### config.mk
export PLATFORM = sky130hd
export DESIGN_NAME = ula_operand_loader
export DESIGN_NICKNAME = d
export VERILOG_FILES = /design/src/rtl/ula_operand_loader.sv
export SDC_FILE = /design/constraint.sdc
export NUM_CORES = 1
export LEC_CHECK = 0
export CELL_PAD_IN_SITES_DETAIL_PLACEMENT = 0
export CELL_PAD_IN_SITES_GLOBAL_PLACEMENT = 1
export CORE_MARGIN = 1.5
export CORE_UTILIZATION = 30
export CTS_BUF_LIST = sky130_fd_sc_hd__clkbuf_2
export DETAILED_ROUTE_END_ITERATION = 8
export PLACE_DENSITY_LB_ADDON = 0.1
export SLEW_MARGIN = 20
export SYNTH_ARGS = -nofsm -noshare
export SYNTH_HDL_FRONTEND = slang
export SYNTH_SLANG_ARGS = --single-unit
### constraint.sdc
create_clock -name clk -period 2.6 [get_ports clk]
set_clock_uncertainty 0.1 [all_clocks]
set_input_delay 0.52 -clock clk [delete_from_list [all_inputs] [get_ports clk]]
set_output_delay 0.52 -clock clk [all_outputs]
set_load 0.03 [all_outputs]
### src/rtl/ula_operand_loader.sv
// ula_operand_loader: byte-serial opcode/A/B loader driving the ULA logic blocks; optional idle timeout under ULA_LOADER_TIMEOUT_EN.
module ula_operand_loader #(
  parameter int DATA_W = 8,
  parameter int NUM_OPS = 5
`ifdef ULA_LOADER_TIMEOUT_EN
  , parameter int TIMEOUT_CYCLES = 255
`endif
) (
  input  logic              clk,
  input  logic              rst,
  input  logic [DATA_W-1:0] in_data,
  input  logic              in_valid,
  output logic              in_ready,
  output logic [DATA_W-1:0] ula_a,
  output logic [DATA_W-1:0] ula_b,
  output logic [NUM_OPS-1:0] op_sel,
  input  logic [15:0]       ula_result,
  input  logic              ula_zero,
  output logic [15:0]       res_data,
  output logic              res_zero,
  output logic              res_valid,
  input  logic              res_ready,
  output logic              err_illegal,
`ifdef ULA_LOADER_TIMEOUT_EN
  output logic              err_timeout,
`endif
  output logic [15:0]       op_count
);
  localparam int OPW = $clog2(NUM_OPS);
  typedef enum logic [2:0] {S_OP, S_A, S_B, S_EXEC, S_RESULT} state_t;
  state_t state, next;
  logic [OPW-1:0] opcode;
  logic xfer, legal, tmo, loading;
  assign loading = state == S_A || state == S_B;
  assign in_ready = !rst && (state == S_OP || loading);
  assign xfer = in_valid && in_ready;
  assign legal = in_data < DATA_W'(NUM_OPS);
  assign res_valid = state == S_RESULT;
  assign op_sel = state == S_EXEC ? NUM_OPS'(1) << opcode : '0;
`ifdef ULA_LOADER_TIMEOUT_EN
  localparam int TW = $clog2(TIMEOUT_CYCLES + 1);
  logic [TW-1:0] tcnt;
  assign tmo = loading && !xfer && tcnt == TW'(TIMEOUT_CYCLES - 1);
  always_ff @(posedge clk or posedge rst) begin
    if (rst) begin
      tcnt <= '0;
      err_timeout <= 1'b0;
    end else begin
      err_timeout <= tmo;
      tcnt <= (!loading || xfer || next != state) ? '0 : tcnt + 1'b1;
    end
  end
`else
  assign tmo = 1'b0;
`endif
  always_ff @(posedge clk or posedge rst) begin
    if (rst) state <= S_OP;
    else state <= next;
  end
  always_comb begin
    next = state;
    case (state)
      S_OP:     next = xfer && legal ? S_A : S_OP;
      S_A:      next = xfer ? S_B : tmo ? S_OP : S_A;
      S_B:      next = xfer ? S_EXEC : tmo ? S_OP : S_B;
      S_EXEC:   next = S_RESULT;
      S_RESULT: next = res_ready ? S_OP : S_RESULT;
      default:  next = S_OP;
    endcase
  end
  always_ff @(posedge clk or posedge rst) begin
    if (rst) begin
      opcode <= '0;
      ula_a <= '0;
      ula_b <= '0;
      res_data <= '0;
      res_zero <= 1'b0;
      err_illegal <= 1'b0;
      op_count <= '0;
    end else begin
      err_illegal <= state == S_OP && xfer && !legal;
      if (state == S_OP && xfer && legal) opcode <= in_data[OPW-1:0];
      if (state == S_A && xfer) ula_a <= in_data;
      if (state == S_B && xfer) ula_b <= in_data;
      if (state == S_EXEC) begin
        res_data <= ula_result;
        res_zero <= ula_zero;
      end
      if (state == S_RESULT && res_ready) op_count <= op_count + 16'd1;
    end
  end
endmodule

==> metrics <==
status=finished clean; power consumption=3.350 mW; Top delay family on crit path=simple AND/OR/NAND/NOR gates; VDD IR max=580.2 uV; startpoint types=flop; post-cts hold buffer count=0; switching portion of total power=between 30% and 40%; Hold Violations, Final=0; total track usage=12.36%; Clock Root Buffer=clkbuf_2; Crit path required time=1980 ps; Synthesis Warnings=0; 1st-pass router iterations=4; WL met1=~2200 um; grt ovf=0; largest net degree at the start of global routing=57; Slew headroom=between 50% and 60%; P_sw=1.331 mW; Core Util, Final=between 40% and 50%; area grow syn2layout=45.61%; antenna-violating nets left=0; Static Leakage=1.460 nW; fmax=403.7 MHz; Via Count=1,678; Buf+Inv Stages, Crit Path=1; Final min period=around 2500 ps; number of synthesized flops with an enable pin=0; Tcrit/Tclk final=95.27%; initial core utilization=30.56%; slowest stage cell, crit path=dfrtp_2; fin. max-slew vios=0; fill count=738; max layer used=met4; Post-Syn Area per Cell=13.59 um^2; Finished Cell Area=0.003403 mm^2; post-place instance area=0.003316 mm^2; Pint=2.019 mW; Yosys cell types=33; first-pass GRT wire length=8183 um; antenna violations before repair=0; max cap viols=0; die area=~0.0083 mm^2; placeable core region=roughly 0.0076 mm^2; metal2 WL=2403 um; Port Buffers=85; DIE HEIGHT=91.27 um; Synth Register Bits=56; final setup vio count=0; Hold Crit Class=reg2reg; Clk pin slew, worst setup/hold paths=270 ps; Mapped Nets=202; ys flop type=dfrtp_1; most common cell after layout, fill and taps aside=clkdlybuf4s50_1; placed insts=360; vias in the first global route=1,702; htree depth=2; routability congestion estimate=between 0.6 and 0.7; Ports=86; Clock Tree Buf Depth=2; DRT iter0 DRCs=23; Combinational Power Share=49.8%; critical path, cell by cell=nand3b_1 -> nor4bb_1 -> buf_4; sequential power share=40.3%; clock sink total=56; Detailed Route WL=5002 um; crit path kind=reg2out; n_diodes=0; clock network power share=9.9%; Async SR Flop Fraction=100.0%; WL/cell=between 10 and 15 um; post-route setup slack=between 100 and 150 ps; post-route DRC violation count=0; P per Cell Area=984.3 mW/mm^2; layout cells sized above 1=a little under a quarter; met3 routed WL=272 um; Worst Path Arrival=1860 ps; synthesized area=between 0.002 and 0.0025 mm^2; footprint of the multi-input gates=923.4 um^2; Num CTS Buffers=5; num rows=32; Worst Path Max Fanout=7; Crit. End Element=primary output; largest stage delay on the critical path=490 ps; worst slew pin tran=approximately 720 ps; Die Wd=91.27 um; later-pin clock latency in the skew report=~420 ps; Nets=300; most frequent cells in the layout=clkdlybuf4s50_1 (78), dfrtp_1 (55), mux2_2 (33); FF+latch area=0.001403 mm^2; post-route insts no fill=373; Via density=4.499; Post-Synthesis Cells=172; post-place setup slack=172.8 ps; hpwl dp=3534 um; share of the yosys chip area belonging to registers=between 50% and 60%; CTS tree=done
[flip-flops by register name (all words and copies together) (netlist names)]
register     count
op_count        16
res_data        16
ula_a            8
ula_b            8
opcode           3
state            3
err_illegal      1
res_zero         1
[final timing paths]
| kind | slack, ps | startpoint | cells past startpoint | to |
|---|---|---|---|---|
| worst max-delay path | 120 | state[2] | 3 | op_sel[3] |
| worst min-delay path | 390 | op_count[15] | 1 | op_count[15] |
| worst max register to register | 790 | state[2] | 5 | opcode[2] |
| worst min register to register | 390 | op_count[15] | 1 | op_count[15] |
| max in group asynchronous | 1290 | rst | 4 | state[2] |
| min in group asynchronous | 620 | rst | 4 | ula_b[2] |
[logic make-up (layout without fill, tap and decap cells)]
family,count (synthesis),count (layout),synth area share (%)
AO/OA/AOI/OAI,11,11,3.051
XOR/XNOR,15,15,5.621
adder cells (fa/ha/maj),1,1,0.5352
buffers and inverters,6,105,1.070
flip-flops,56,56,59.96
multiplexers,34,34,16.33
AND/OR/NAND/NOR,49,49,13.44
[layer usage]
| layer | up-vias | global-route usage, % |
|---|---|---|
| met5 | - | 0 |
| met4 | 0 | 5.078 |
| met3 | 8 | 3.183 |
| met2 | 47 | 20.34 |
| met1 | 817 | 15.38 |
| li1 | 806 | - |
[what timing repair did]
action	4_1_cts	5_1_grt
pin swaps	0	0
resized for setup	3	2
endpoints found under the hold margin	0	0
buffers inserted	2	3
endpoints found under the setup margin	7	3
[stage by stage]
step / TNS (ps) / hold WS, ps
2_1_floorplan: 0 / 434.0
3_3_place_gp: 0 / 361.1
3_5_place_dp: 0 / 367.9
4_1_cts: 0 / 398.8
5_1_grt: -18.40 / 403.2
6_report: 0 / 388.7
[synth_stat cells (2+ instances only)]
master    n  share of area, %
dfrtp_1  56                60
mux2_2   33                16
nand2_1  16               2.6
xnor2_1  12               4.5
nand4_1   5               1.3
nor2_1    5              0.80
inv_1     4              0.64
nand3_1   4              0.86
a21oi_1   3              0.64
xor2_1    3               1.1
a211o_1   2              0.75
buf_2     2              0.43
nor2b_1   2              0.54
nor3_1    2              0.43
nor4_1    2              0.54
nor4b_1   2              0.75
o21a_1    2              0.64
o21ai_0   2              0.43
[area by class of cell]
type	instances	area share, %
Clock buffer	5	0.7353
Clock inverter	3	0.4044
Inverter	4	0.4412
Multi-Input combinational cell	110	27.13
Sequential cell	56	41.21
Tap cell	102	3.750
Timing Repair Buffer	93	26.32
[power groups by stage]
stage	clock network [mW]	registers, mW	logic, mW
finish	0.331	1.35	1.67
floorplan	0	1.91	0.419
detailed placement	0	1.38	1.67
CTS	0.351	1.36	1.67
global placement	0	1.37	1.66
global route	0.377	1.40	1.75
Power figures use the tool's default switching activity.
==> RTL change 1 (same flow settings) <==
Add a define of `ULA_LOADER_TIMEOUT_EN`.
--- a/src/rtl/ula_operand_loader.sv
+++ b/src/rtl/ula_operand_loader.sv
@@ -1,2 +1,4 @@
 // ula_operand_loader: byte-serial opcode/A/B loader driving the ULA logic blocks; optional idle timeout under ULA_LOADER_TIMEOUT_EN.
+`define ULA_LOADER_TIMEOUT_EN
+
 module ula_operand_loader #(
Check against the original RTL (old outputs only; new: err_timeout): same outputs for any inputs over 10 cycles, from zero or initial values and one cycle with rst high; that may be too few to reach the edited logic, so the function may still have changed.
==> RTL change 1 against the unedited design <==
Die area rose by 20%. Final area rose by 19%. Synthesized area rose by 21%. Routed wire length rose by 21%. Combinational power rose by 12%. Global-route usage rose by 0.052 points. Setup slack improved by 0.085 ns. Sequential cell count rose by 9. Maximum frequency rose by 3.5%. Total power rose by 25%. Critical path type unchanged. Critical endpoint unchanged. Highest routed layer unchanged.
==> RTL change 1: results (changes against the unedited design) <==
| Metric | Value |
|---|---|
| Post_cts resized | 2 (-1) |
| Number of DRC markers in iteration 0 | 32 (+39%) |
| Xor and xnor area share after synthesis | 6.82% (+1.2 points) |
| Grt met2 use | 18.8% (-1.5 points) |
| Complex-gate fraction of the synthesized area | 1.15% (-1.9 points) |
| Post-DP HPWL | 4250 um (+20%) |
| GR Util met3 | 5.64% (+2.5 points) |
| Avg Synthesized Cell Area | 13.3 um2 (-2.0%) |
| Max Fanout on Critical Path | 6 (-1) |
| Seq/Total Area, Yosys | 57.6% (-2.4 points) |
| Port buffer count | 86 (+1.2%) |
| First-pass GRT wire length | 9440 um (+15%) |
| Clock Path Buffers | 2 (unchanged) |
| Post-synth cell types | 35 (+6.1%) |
| CP max stage delay | 0.45 ns (-0.04 ns) |
| WL met2 | 2800 um (+16%) |
| Place WS | 0.238 ns (+0.0652 ns) |
| Nets | 344 (+15%) |
| Adder-Cell Fraction of Synth Area | 1.33% (+0.79 points) |
| Mux share of post-synthesis cell area | 14.8% (-1.6 points) |
| Global-route usage over all layers | 12.4% (+0.052 points) |
| Hold slack | 0.299 ns (-0.0896 ns) |
| Worst r2r path cells | 6 (+1) |
| Ys async rst share | 100% (unchanged) |
| Routed wl met3 | 403 um (+48%) |
| Post-Syn Nets | 244 (+21%) |
| Final critical-path required period | 2.39 ns (-0.0847 ns) |
| Largest net degree at the start of global routing | 29 (-49%) |
| Status | finished, final reports clean |
| Number of global-route vias before repair | 1,904 (+12%) |
| Hold Path Class | in -> async |
| Pleak | 0.00176 uW (+20%) |
| Clk_lat worst skew | 0.49 ns (+0.07 ns) |
| Synth top area cells | dfrtp_1, mux2_2, xor2_1 |
| Crit path DAT | 1.77 ns (-0.09 ns) |
| DRC Markers | 0 (unchanged) |
| DP Area | 3830 um2 (+15%) |
| H-Tree Depth | 3 (+1) |
| Diode count | 0 (unchanged) |
| CTS clk-pin slew, worst paths | 0.19 ns (-0.08 ns) |
| TritonCTS Buffers | 9 (+4) |
| GR Util met1 | 15.4% (-0.016 points) |
| Vias per cell | 4.64 (+3.1%) |
| R2r setup slk | 0.69 ns (-0.10 ns) |
| Finished Layout Cells | 428 (+15%) |
| Routed WL | 6070 um (+21%) |
| GPL Wtd Cong | 0.705 (+1.0%) |
| RR Endpoint | ula_b[7] |
| Worst rel slew slack | 76.6% (+25 points) |
| Filler Cell Count | 874 (+18%) |
| Design area | 4040 um2 (+19%) |
| Top Metal Used | met4 |
| Share of cells above drive strength 1 | 26.2% (+3.3 points) |
| Worst vdd ir | 484 uV (-17%) |
| Postcts setup bufs | 0 (-2) |
| Wl on met1 | 2780 um (+24%) |
==> RTL change 1: changes by cell type after synthesis, sizes merged, moves of 3 or more <==
cell	unedited run	this run
mux2	33	37
xor2	3	15
buf	2	6
a21oi	3	0
dfrtp	56	65
nand3	4	8
nand2	16	8
nor3	2	6
xnor2	12	7
nor2	5	18
==> RTL change 1: final cells by class <==
| class | count | area share [%] |
|---|---|---|
| clock inverters | 6 | 2.64 |
| clock buffers | 10 | 1.24 |
| repair buffers | 96 | 23.4 |
| inverters | 6 | 0.558 |
| well taps | 111 | 3.44 |
| multi-input cells | 134 | 28.3 |
| flip-flops and latches | 65 | 40.4 |
==> RTL change 1: report_power, final <==
group          switching [uW]  internal [uW]
sequential                220           1330
clock                     367            414
combinational             991            881
total                    1580           2630
==> RTL change 1: cell families (layout without fill, tap and decap cells) <==
family	Yosys count	count (layout)
adders and majority gates	3	3
AOI/OAI and AO/OA	5	5
DFF	65	65
buffers and inverters	13	118
muxes	37	37
xor gates and xnor gates	22	22
and+or+nand+nor	67	67
==> RTL change 2 (config.mk and constraints unchanged) <==
Made on the original files. The 5 states of `state_t` get a one-hot encoding in 5 bits.
--- a/src/rtl/ula_operand_loader.sv
+++ b/src/rtl/ula_operand_loader.sv
@@ -29,3 +29,3 @@
   localparam int OPW = $clog2(NUM_OPS);
-  typedef enum logic [2:0] {S_OP, S_A, S_B, S_EXEC, S_RESULT} state_t;
+  typedef enum logic [4:0] {S_OP = 5'b00001, S_A = 5'b00010, S_B = 5'b00100, S_EXEC = 5'b01000, S_RESULT = 5'b10000} state_t;
   state_t state, next;
Function: same outputs for any inputs over 10 cycles, from zero or initial values and one cycle with rst high; not proved beyond that.
==> RTL change 2 against the unedited design <==
Sequential cell count rose by 2. Critical path type unchanged. Setup slack better by 0.011 ns. Largest cell class unchanged. Non-clock buffer count grew 4. Routed wire length is 16% higher. Final area up 9.6%. Critical endpoint is now op_sel[1]. Synthesized area increased by 10%.
Power is not compared: it rests on default switching activity, and its combinational part moved more than twofold at a synthesized area within 25%.
==> RTL change 2: results (changes against the unedited design) <==
| Metric | Value |
|---|---|
| Status | finished, final reports clean |
| Post-DP HPWL | 4000 um (+13%) |
| DP Area | 3520 um2 (+6.2%) |
| WL met2 | 2700 um (+12%) |
| Clk_buf instances | 13 (+8) |
| Data buffer area share | 25.2% (-1.1 points) |
| R2r setup slk | 0.63 ns (-0.16 ns) |
| Post-synth cell types | 41 (+24%) |
| CP max stage delay | 0.52 ns (+0.03 ns) |
| Adder-Cell Fraction of Synth Area | 0.485% (-0.050 points) |
| Hold slack | 0.391 ns (+0.00239 ns) |
| Register area | 1460 um2 (+3.9%) |
| GR Util met1 | 17.2% (+1.8 points) |
| Mux share of post-synthesis cell area | 16.2% (-0.17 points) |
| Clock Network Area Fraction | 2.82% (+1.7 points) |
| Root Driver | clkbuf_2 |
| Wl on met1 | 2560 um (+14%) |
| Multi-input comb cells | 123 (+12%) |
| Filler Cell Count | 810 (+9.8%) |
| Place WS | 0.0901 ns (-0.0827 ns) |
| Routed WL | 5800 um (+16%) |
| Nets | 323 (+7.7%) |
| Nonclk inv count | 4 (unchanged) |
| GPL Wtd Cong | 0.675 (-3.3%) |
| First-pass iteration count of the detailed router | 4 (unchanged) |
| Worst r2r path cells | 6 (+1) |
| H-Tree Depth | 3 (+1) |
| Fraction of area in registers | 39.1% (-2.1 points) |
| Global-route usage over all layers | 13.9% (+1.6 points) |
| Clk_lat worst skew | 0.49 ns (+0.07 ns) |
| First-pass GRT wire length | 9400 um (+15%) |
| Buffers, non-clock | 97 (+4.3%) |
| Via count | 1,867 (+11%) |
| Worst Setup EP | op_sel[1] |
| Share of cells above drive strength 1 | 29.5% (+6.7 points) |
| Row count | 33 (+3.1%) |
| Number of DRC markers in iteration 0 | 57 (+150%) |
| Seq/Total Area, Yosys | 56.3% (-3.6 points) |
| Post-synth top cells | dfrtp_1, mux2_2, xnor2_1 |
| Synth top area cells | dfrtp_1, mux2_2, xnor2_1 |
| Largest net degree at the start of global routing | 59 (+3.5%) |
| Max Fanout on Critical Path | 9 (+2) |
| Complex-gate fraction of the synthesized area | 2.57% (-0.48 points) |
| Routed wl met3 | 457 um (+68%) |
| Finished Layout Cells | 403 (+8.0%) |
| CTS clk-pin slew, worst paths | 0.17 ns (-0.10 ns) |
| Xor and xnor area share after synthesis | 5.77% (+0.15 points) |
| TritonCTS Buffers | 9 (+4) |
| RR Endpoint | opcode[0] |
| Post-Syn Nets | 222 (+9.9%) |
| Worst rel slew slack | 49.3% (-2.6 points) |
| Grt met2 use | 20.8% (+0.50 points) |
| #FFs+latches synth | 58 (+3.6%) |
-- RTL change 2: changes by cell type in the layout (fill, tap and decap cells not counted), moves of 3 or more --
cell,unedited run,this run
nand2_1,16,5
mux2_2,33,37
clkbuf_2,5,13
a21oi_1,3,0
nand3_1,4,7
buf_4,13,16
dfrtp_2,1,4
nor4b_4,0,3
nor2_1,5,11
-- RTL change 2: critical path: cells and delay by family, from the launching register on --
kind | cells | cell delay, ns
DFF | 1 | 0.52
and+or+nand+nor | 3 | 0.62
buffers and inverters | 1 | 0.22
-- RTL change 2: timing repair --
item / CTS / global route
pin swaps: 1 / 2
setup endpoints to repair: 7 / 5
setup buffers: 2 / 7
gates resized for setup: 8 / 2
gates cloned: 0 / 0
-- RTL change 2: power breakdown --
part	switching, uW	leakage (uW)	internal, uW
Sequential	14.9	0.000748	921
Combinational	75.8	0.000820	84.3
Clock	329	0.0000760	236
Total	419	0.00164	1240
